--- src/rtl/mem_burst_pkg.sv ---
// ============================================================================
// Module : mem_burst_pkg
// Brief  : Shared widths and FSM state encoding for mem_burst_ctrl.
// Rev    : 1.0 - initial release
// ============================================================================
`default_nettype none

package mem_burst_pkg;

  localparam int ADDR_W_DEF = 10;
  localparam int DATA_W_DEF = 8;
  localparam int LEN_W_DEF  = 8;

  localparam logic [2:0] S_IDLE     = 3'd0;
  localparam logic [2:0] S_WR       = 3'd1;
  localparam logic [2:0] S_RD_ISSUE = 3'd2;
  localparam logic [2:0] S_RD_CAPT  = 3'd3;
  localparam logic [2:0] S_RD_HOLD  = 3'd4;
  localparam logic [2:0] S_DONE     = 3'd5;

  typedef enum logic [2:0] {
    ST_IDLE     = S_IDLE,
    ST_WR       = S_WR,
    ST_RD_ISSUE = S_RD_ISSUE,
    ST_RD_CAPT  = S_RD_CAPT,
    ST_RD_HOLD  = S_RD_HOLD,
    ST_DONE     = S_DONE
  } state_e;

endpackage : mem_burst_pkg

`default_nettype wire

--- src/rtl/mem_burst_ctrl.sv ---
// ============================================================================
// Module : mem_burst_ctrl
// Brief  : Burst read/write controller for a single-port synchronous memory.
// Rev    : 1.0 - initial release
// ============================================================================
`default_nettype none

module mem_burst_ctrl
  import mem_burst_pkg::*;
#(
  parameter int ADDR_W = ADDR_W_DEF,
  parameter int DATA_W = DATA_W_DEF,
  parameter int LEN_W  = LEN_W_DEF
) (
  input  logic              clk,
  input  logic              rst,
  // command
  input  logic              cmd_valid,
  output logic              cmd_ready,
  input  logic              cmd_wr,
  input  logic [ADDR_W-1:0] cmd_addr,
  input  logic [LEN_W-1:0]  cmd_len,
  // write data
  input  logic              wd_valid,
  output logic              wd_ready,
  input  logic [DATA_W-1:0] wd_data,
  // read data
  output logic              rdo_valid,
  input  logic              rdo_ready,
  output logic [DATA_W-1:0] rdo_data,
  // memory
  output logic              mem_en,
  output logic              mem_wr_rd,
  output logic [ADDR_W-1:0] mem_addr,
  output logic [DATA_W-1:0] mem_wr_data,
  input  logic [DATA_W-1:0] mem_rd_data,
  // status
  output logic              busy,
  output logic              done
);

  state_e              state_q,    state_d;
  logic [ADDR_W-1:0]   cur_addr_q, cur_addr_d;
  logic [LEN_W-1:0]    beat_cnt_q, beat_cnt_d;
  logic [DATA_W-1:0]   rdo_data_q, rdo_data_d;

  logic                in_wr;
  logic                wr_hs;
  logic                rd_hs;
  logic                last_beat;

  assign in_wr     = (state_q == ST_WR);
  assign wr_hs     = in_wr && wd_valid;
  assign rd_hs     = (state_q == ST_RD_HOLD) && rdo_ready;
  assign last_beat = (beat_cnt_q == '0);

  always_comb begin
    state_d    = state_q;
    cur_addr_d = cur_addr_q;
    beat_cnt_d = beat_cnt_q;
    rdo_data_d = rdo_data_q;
    case (state_q)
      ST_IDLE: begin
        if (cmd_valid) begin
          cur_addr_d = cmd_addr;
          beat_cnt_d = cmd_len;
          state_d    = cmd_wr ? ST_WR : ST_RD_ISSUE;
        end
      end
      ST_WR: begin
        if (wr_hs) begin
          cur_addr_d = cur_addr_q + ADDR_W'(1);
          beat_cnt_d = beat_cnt_q - LEN_W'(1);
          if (last_beat) state_d = ST_DONE;
        end
      end
      ST_RD_ISSUE: state_d = ST_RD_CAPT;
      ST_RD_CAPT: begin
        // memory returns data one cycle after the issue cycle
        rdo_data_d = mem_rd_data;
        state_d    = ST_RD_HOLD;
      end
      ST_RD_HOLD: begin
        if (rd_hs) begin
          cur_addr_d = cur_addr_q + ADDR_W'(1);
          beat_cnt_d = beat_cnt_q - LEN_W'(1);
          state_d    = last_beat ? ST_DONE : ST_RD_ISSUE;
        end
      end
      ST_DONE: state_d = ST_IDLE;
      default: state_d = ST_IDLE;
    endcase
  end

  always_ff @(posedge clk or negedge rst) begin
    if (!rst) begin
      state_q    <= ST_IDLE;
      cur_addr_q <= '0;
      beat_cnt_q <= '0;
      rdo_data_q <= '0;
    end else begin
      state_q    <= state_d;
      cur_addr_q <= cur_addr_d;
      beat_cnt_q <= beat_cnt_d;
      rdo_data_q <= rdo_data_d;
    end
  end

  // Write strobes are combinational so the memory captures on the handshake edge.
  assign cmd_ready   = (state_q == ST_IDLE);
  assign busy        = (state_q != ST_IDLE);
  assign done        = (state_q == ST_DONE);
  assign wd_ready    = in_wr;
  assign rdo_valid   = (state_q == ST_RD_HOLD);
  assign rdo_data    = rdo_data_q;
  assign mem_en      = wr_hs || (state_q == ST_RD_ISSUE);
  assign mem_wr_rd   = in_wr;
  assign mem_addr    = cur_addr_q;
  assign mem_wr_data = in_wr ? wd_data : '0;

endmodule : mem_burst_ctrl

`default_nettype wire

--- config.mk ---
export PLATFORM = sky130hd
export DESIGN_NAME = mem_burst_ctrl
export DESIGN_NICKNAME = d
export VERILOG_FILES = /design/src/rtl/mem_burst_pkg.sv /design/src/rtl/mem_burst_ctrl.sv
export SDC_FILE = /design/constraint.sdc
export NUM_CORES = 1
export LEC_CHECK = 0
export CAP_MARGIN = 20
export CORE_MARGIN = 2
export CORE_UTILIZATION = 48
export DETAILED_ROUTE_END_ITERATION = 8
export GPL_ROUTABILITY_DRIVEN = 1
export PLACE_DENSITY_LB_ADDON = 0.08
export RECOVER_POWER = 100
export SYNTH_ARGS = -nofsm -noshare
export SYNTH_HDL_FRONTEND = slang
export SYNTH_SLANG_ARGS = --single-unit
--- constraint.sdc ---
create_clock -name clk -period 3.55 [get_ports clk]
set_clock_uncertainty 0.2 [all_clocks]
set_input_delay 0.71 -clock clk [delete_from_list [all_inputs] [get_ports clk]]
set_output_delay 0.71 -clock clk [all_outputs]
set_load 0.02 [all_outputs]
==> tab_implementation.tex <==
\begin{tabular}{lr}
\hline
Metric & Value \\
\hline
\multicolumn{2}{l}{\textbf{Run status}} \\
\quad Status & finished with violations \\
\quad Violated checks & capacitance limit, slew limit \\
\multicolumn{2}{l}{\textbf{Worst setup path}} \\
\quad Kind of capture point of the worst setup path & output pin \\
\quad Instance count on the critical path & 3 \\
\quad Setup Crit Path Kind & reg -> out \\
\quad Path depth of the worst reg2reg path & 4 \\
\quad Delay of the slowest critical-path stage & 0.67 ns \\
\quad Startpoint types & flip-flop \\
\quad Worst path buffer plus inverter count & 1 \\
\quad Crit-path max FO & 16 \\
\quad Cell-by-cell trace of the critical path & nor3b\_2 -> and2\_1 -> dlygate4sd3\_1 \\
\quad CP top delay family & simple AND/OR/NAND/NOR gates \\
\quad Required @ worst endpoint & 2.64 ns \\
\quad Slowest cell on the critical path & sky130\_fd\_sc\_hd\_\_dlygate4sd3\_1 \\
\quad Arrival time reported for the critical path endpoint & 2.28 ns \\
\multicolumn{2}{l}{\textbf{Final layout}} \\
\quad Total number of nets in the final design & 311 \\
\quad Layout Area Growth over Synthesis & 38.78\% \\
\quad Layout fillers & 343 \\
\quad Antenna diode instance count & 0 \\
\quad Utilization after layout & 0.6856 \\
\quad Final non-filler cell area & 2723 µm² \\
\quad Fraction of layout cells with a size suffix above 1 & 0.07090 \\
\multicolumn{2}{l}{\textbf{Synthesis}} \\
\quad Post-synthesis instance area & 1962 µm² \\
\quad Flip-flop and latch count after synthesis & 29 \\
\quad Most used flip-flop cell after synthesis & sky130\_fd\_sc\_hd\_\_dfrtp\_1 \\
\quad Number of synthesized flops with an enable pin & 0 \\
\quad Sequential-to-total area share from yosys stat & 0.3699 \\
\quad Post-Synthesis Net Count & around 250 \\
\quad Synth async-reset ratio & 1.000 \\
\quad YS warnings & 0 \\
\quad Number of cells produced by synthesis & slightly above 200 \\
\quad Syn\_area\_per\_cell & 9.712 µm² \\
\quad Post-synth cell types & 53 \\
\multicolumn{2}{l}{\textbf{Clock tree}} \\
\quad Gates resized, CTS repair & 0 \\
\quad Post-cts hold buffer count & 0 \\
\quad Clock transition at the registers of the reported paths & 0.06 ns \\
\quad CTS Root Buffer Type & sky130\_fd\_sc\_hd\_\_clkbuf\_8 \\
\quad Buffer count from post-CTS setup fixing & 0 \\
\quad Clk Latency, worst-skew pair & approximately 0.28 ns \\
\quad TritonCTS sink count & 29 \\
\quad CTS tree & done \\
\quad Count of H-tree levels built during CTS & 2 \\
\quad Num CTS Buffers & 5 \\
\quad Maximum root-to-sink buffer count & 2 \\
\multicolumn{2}{l}{\textbf{STA}} \\
\quad Count of final max-slew check failures & 30 \\
\quad Period utilisation layout & 0.8992 \\
\quad Headroom to the max-slew limit & -0.07372 \\
\quad Hold Fails Final Rpt & 0 \\
\quad Period minus WS final & 3.192 ns \\
\quad Achievable frequency & 313.3 MHz \\
\quad \# setup viols final & 0 \\
\quad Slew @ Worst Pin & 1.611 ns \\
\quad Setup total negative slack & 0 ns \\
\quad Unrepaired setup endpoints after global routing & no \\
\multicolumn{2}{l}{\textbf{Detailed routing}} \\
\quad Iter 0 DRT Violations & between 150 and 200 \\
\quad Count of TritonRoute iterations in the first routing pass & 4 \\
\quad Average via count per standard cell & 5.761 \\
\quad Detailed-route wire length per cell & 15.49 µm \\
\quad DRC violations left & 0 \\
\quad Final ANT Viol Nets & 0 \\
\quad Final WL & approximately 4.9 mm \\
\quad Total vias in the final route & 1832 \\
\multicolumn{2}{l}{\textbf{Placement}} \\
\quad Number of buffers added on ports & between 70 and 80 \\
\quad Routability congestion estimate from global placement & 0.8072 \\
\quad Placed cell areas & about 2700 µm² \\
\quad HPWL reported at the end of detailed placement & 3.398 mm \\
\multicolumn{2}{l}{\textbf{Global routing}} \\
\quad Number of global-route vias before repair & 1711 \\
\quad Residual overflow from global routing & 0 \\
\quad Pin count of the biggest net entering global routing & 42 \\
\quad Antenna violations before repair & 0 \\
\quad Overall Global Routing Usage & 0.2252 \\
\quad Wire length of the first global-routing pass & between 7 and 8 mm \\
\multicolumn{2}{l}{\textbf{Pwr}} \\
\quad P\_leak & approximately 1.1 nW \\
\quad Internal portion of total power & approximately 1.3 mW \\
\quad Power per cell area & 874.6 nW/µm² \\
\quad Comb power frac & 0.593 \\
\quad Switching share of total power & 0.4495 \\
\quad Sequential share of power & 0.291 \\
\quad Net switching power figure & 1.070 mW \\
\quad Share of power burned in the clock network & 0.117 \\
\quad Power Total & 2.381 mW \\
\quad IR Drop Worst-Case VDD & between 400 and 500 µV \\
\multicolumn{2}{l}{\textbf{Die}} \\
\quad Total die area & 4614 µm² \\
\quad Initial cell density of the core & 0.4940 \\
\quad Area of the core & 3971 µm² \\
\quad \# rows & 23 \\
\quad Width of the die & 67.93 µm \\
\quad Count of boundary I/O pins & 73 \\
\quad Height of the die & between 60 and 70 µm \\
\multicolumn{2}{l}{\textbf{Flow run}} \\
\quad Maximum capacitance violations & 1 \\
\multicolumn{2}{l}{\textbf{Worst hold path}} \\
\quad Cell depth of the worst hold path & 1 \\
\quad Type of the tightest min-delay check & reg -> reg \\
\hline
\end{tabular}
## logic make-up after synthesis
logic type / after synthesis / synth area share
compound gates: 58 / 0.2054
xor+xnor: 1 / 0.008293
fa+ha+maj: 3 / 0.01913
buf+inv: 27 / 0.07525
flops: 29 / 0.3699
mux: 19 / 0.1027
simple gates: 65 / 0.2194
## per-layer routing
metal / part of all wire / GRT usage / up-vias
met1: 0.44 / 0.2845 / 879
met4: 0.0093 / 0.06000 / 0
li1: - / - / 894
met5: 0 / 0 / -
met3: 0.059 / 0.04934 / 6
met2: 0.49 / 0.3871 / 53
## path summary, 6_finish.rpt
check | from | end | slack, ns
worst min register to register | rdo_data[6] | rdo_data[6] | 0.29
worst min-delay path | rdo_data[6] | rdo_data[6] | 0.29
worst max register to register | state_q[1] | mem_addr[4] | 0.55
worst max-delay path | state_q[0] | mem_wr_data[6] | 0.36
max in group asynchronous | rst | beat_cnt_q[2] | 1.05
min in group asynchronous | rst | mem_addr[6] | 1.16
## cell usage after synthesis (all sizes together) (2+ instances only)
master   instances  area [µm²]
nor3             7       35.03
o22a             2       17.52
a211oi          11       87.58
o22ai            3       18.77
ha               3       37.54
clkbuf           8       30.03
or4              4       33.78
buf             10       83.83
dfrtp           29       725.7
nand3            5       25.02
mux2i           10       100.1
nor4b            3       41.29
mux2             9       101.3
nand2b           2       12.51
o21a             2       15.01
o31ai            5       37.54
o21ai           12       60.05
nor2             5       28.78
nor4             3       18.77
nand4            5       31.28
nor3b            3       27.52
and2             8       50.05
a2bb2oi          6       52.55
nand3b           3       22.52
and4             3       26.28
a21oi            8       40.04
inv              9       33.78
nand2            6       22.52
o211ai           2       15.01
o21bai           2       15.01
or2              3       18.77
## power by group through the flow
stage / registers (mW) / logic (mW) / clock network (mW)
2_1_floorplan: 0.744 / 0.937 / 0
3_3_place_gp: 0.697 / 1.48 / 0
3_5_place_dp: 0.707 / 1.50 / 0
4_1_cts: 0.701 / 1.51 / 0.280
5_1_grt: 0.726 / 1.54 / 0.296
6_report: 0.692 / 1.41 / 0.277
## cells in the final DEF (no fill, tap or decap), drive strengths merged, types with 5 or more instances in the layout
cell	instances
o31ai	5
nor2	5
mux2i	10
inv	9
clkdlybuf4s50	38
clkbuf	9
o21ai	12
mux2	9
nand3	5
dfrtp	29
nor3	7
nand2	6
nand4	5
and2	8
a21oi	8
dlygate4sd3	34
a211oi	11
a2bb2oi	6
## sequential cells by signal, indices dropped and copies added (netlist names)
name        count
mem_addr       10
rdo_data        8
beat_cnt_q      8
state_q         3
## per-stage QoR
step	instances	hold WS (ns)	setup WS [ns]
after floorplan	202	0.2144	0.8726
after global placement	311	0.2760	0.5337
after detailed placement	311	0.2844	0.5218
after CTS	318	0.2985	0.3631
after global routing	318	0.3153	0.1330
final	318	0.2862	0.3577
## final cells by class
| cell class | instances | area (µm²) | share of cell area |
|---|---|---|---|
| tap | 50 | 62.56 | 0.02298 |
| multi-input combinational | 146 | 1062 | 0.3902 |
| clock buffer | 7 | 86.33 | 0.03171 |
| inverter | 9 | 33.78 | 0.01241 |
| timing repair buffer | 77 | 752.0 | 0.2762 |
| sequential | 29 | 725.7 | 0.2665 |
(Power assumes the default switching activity.)
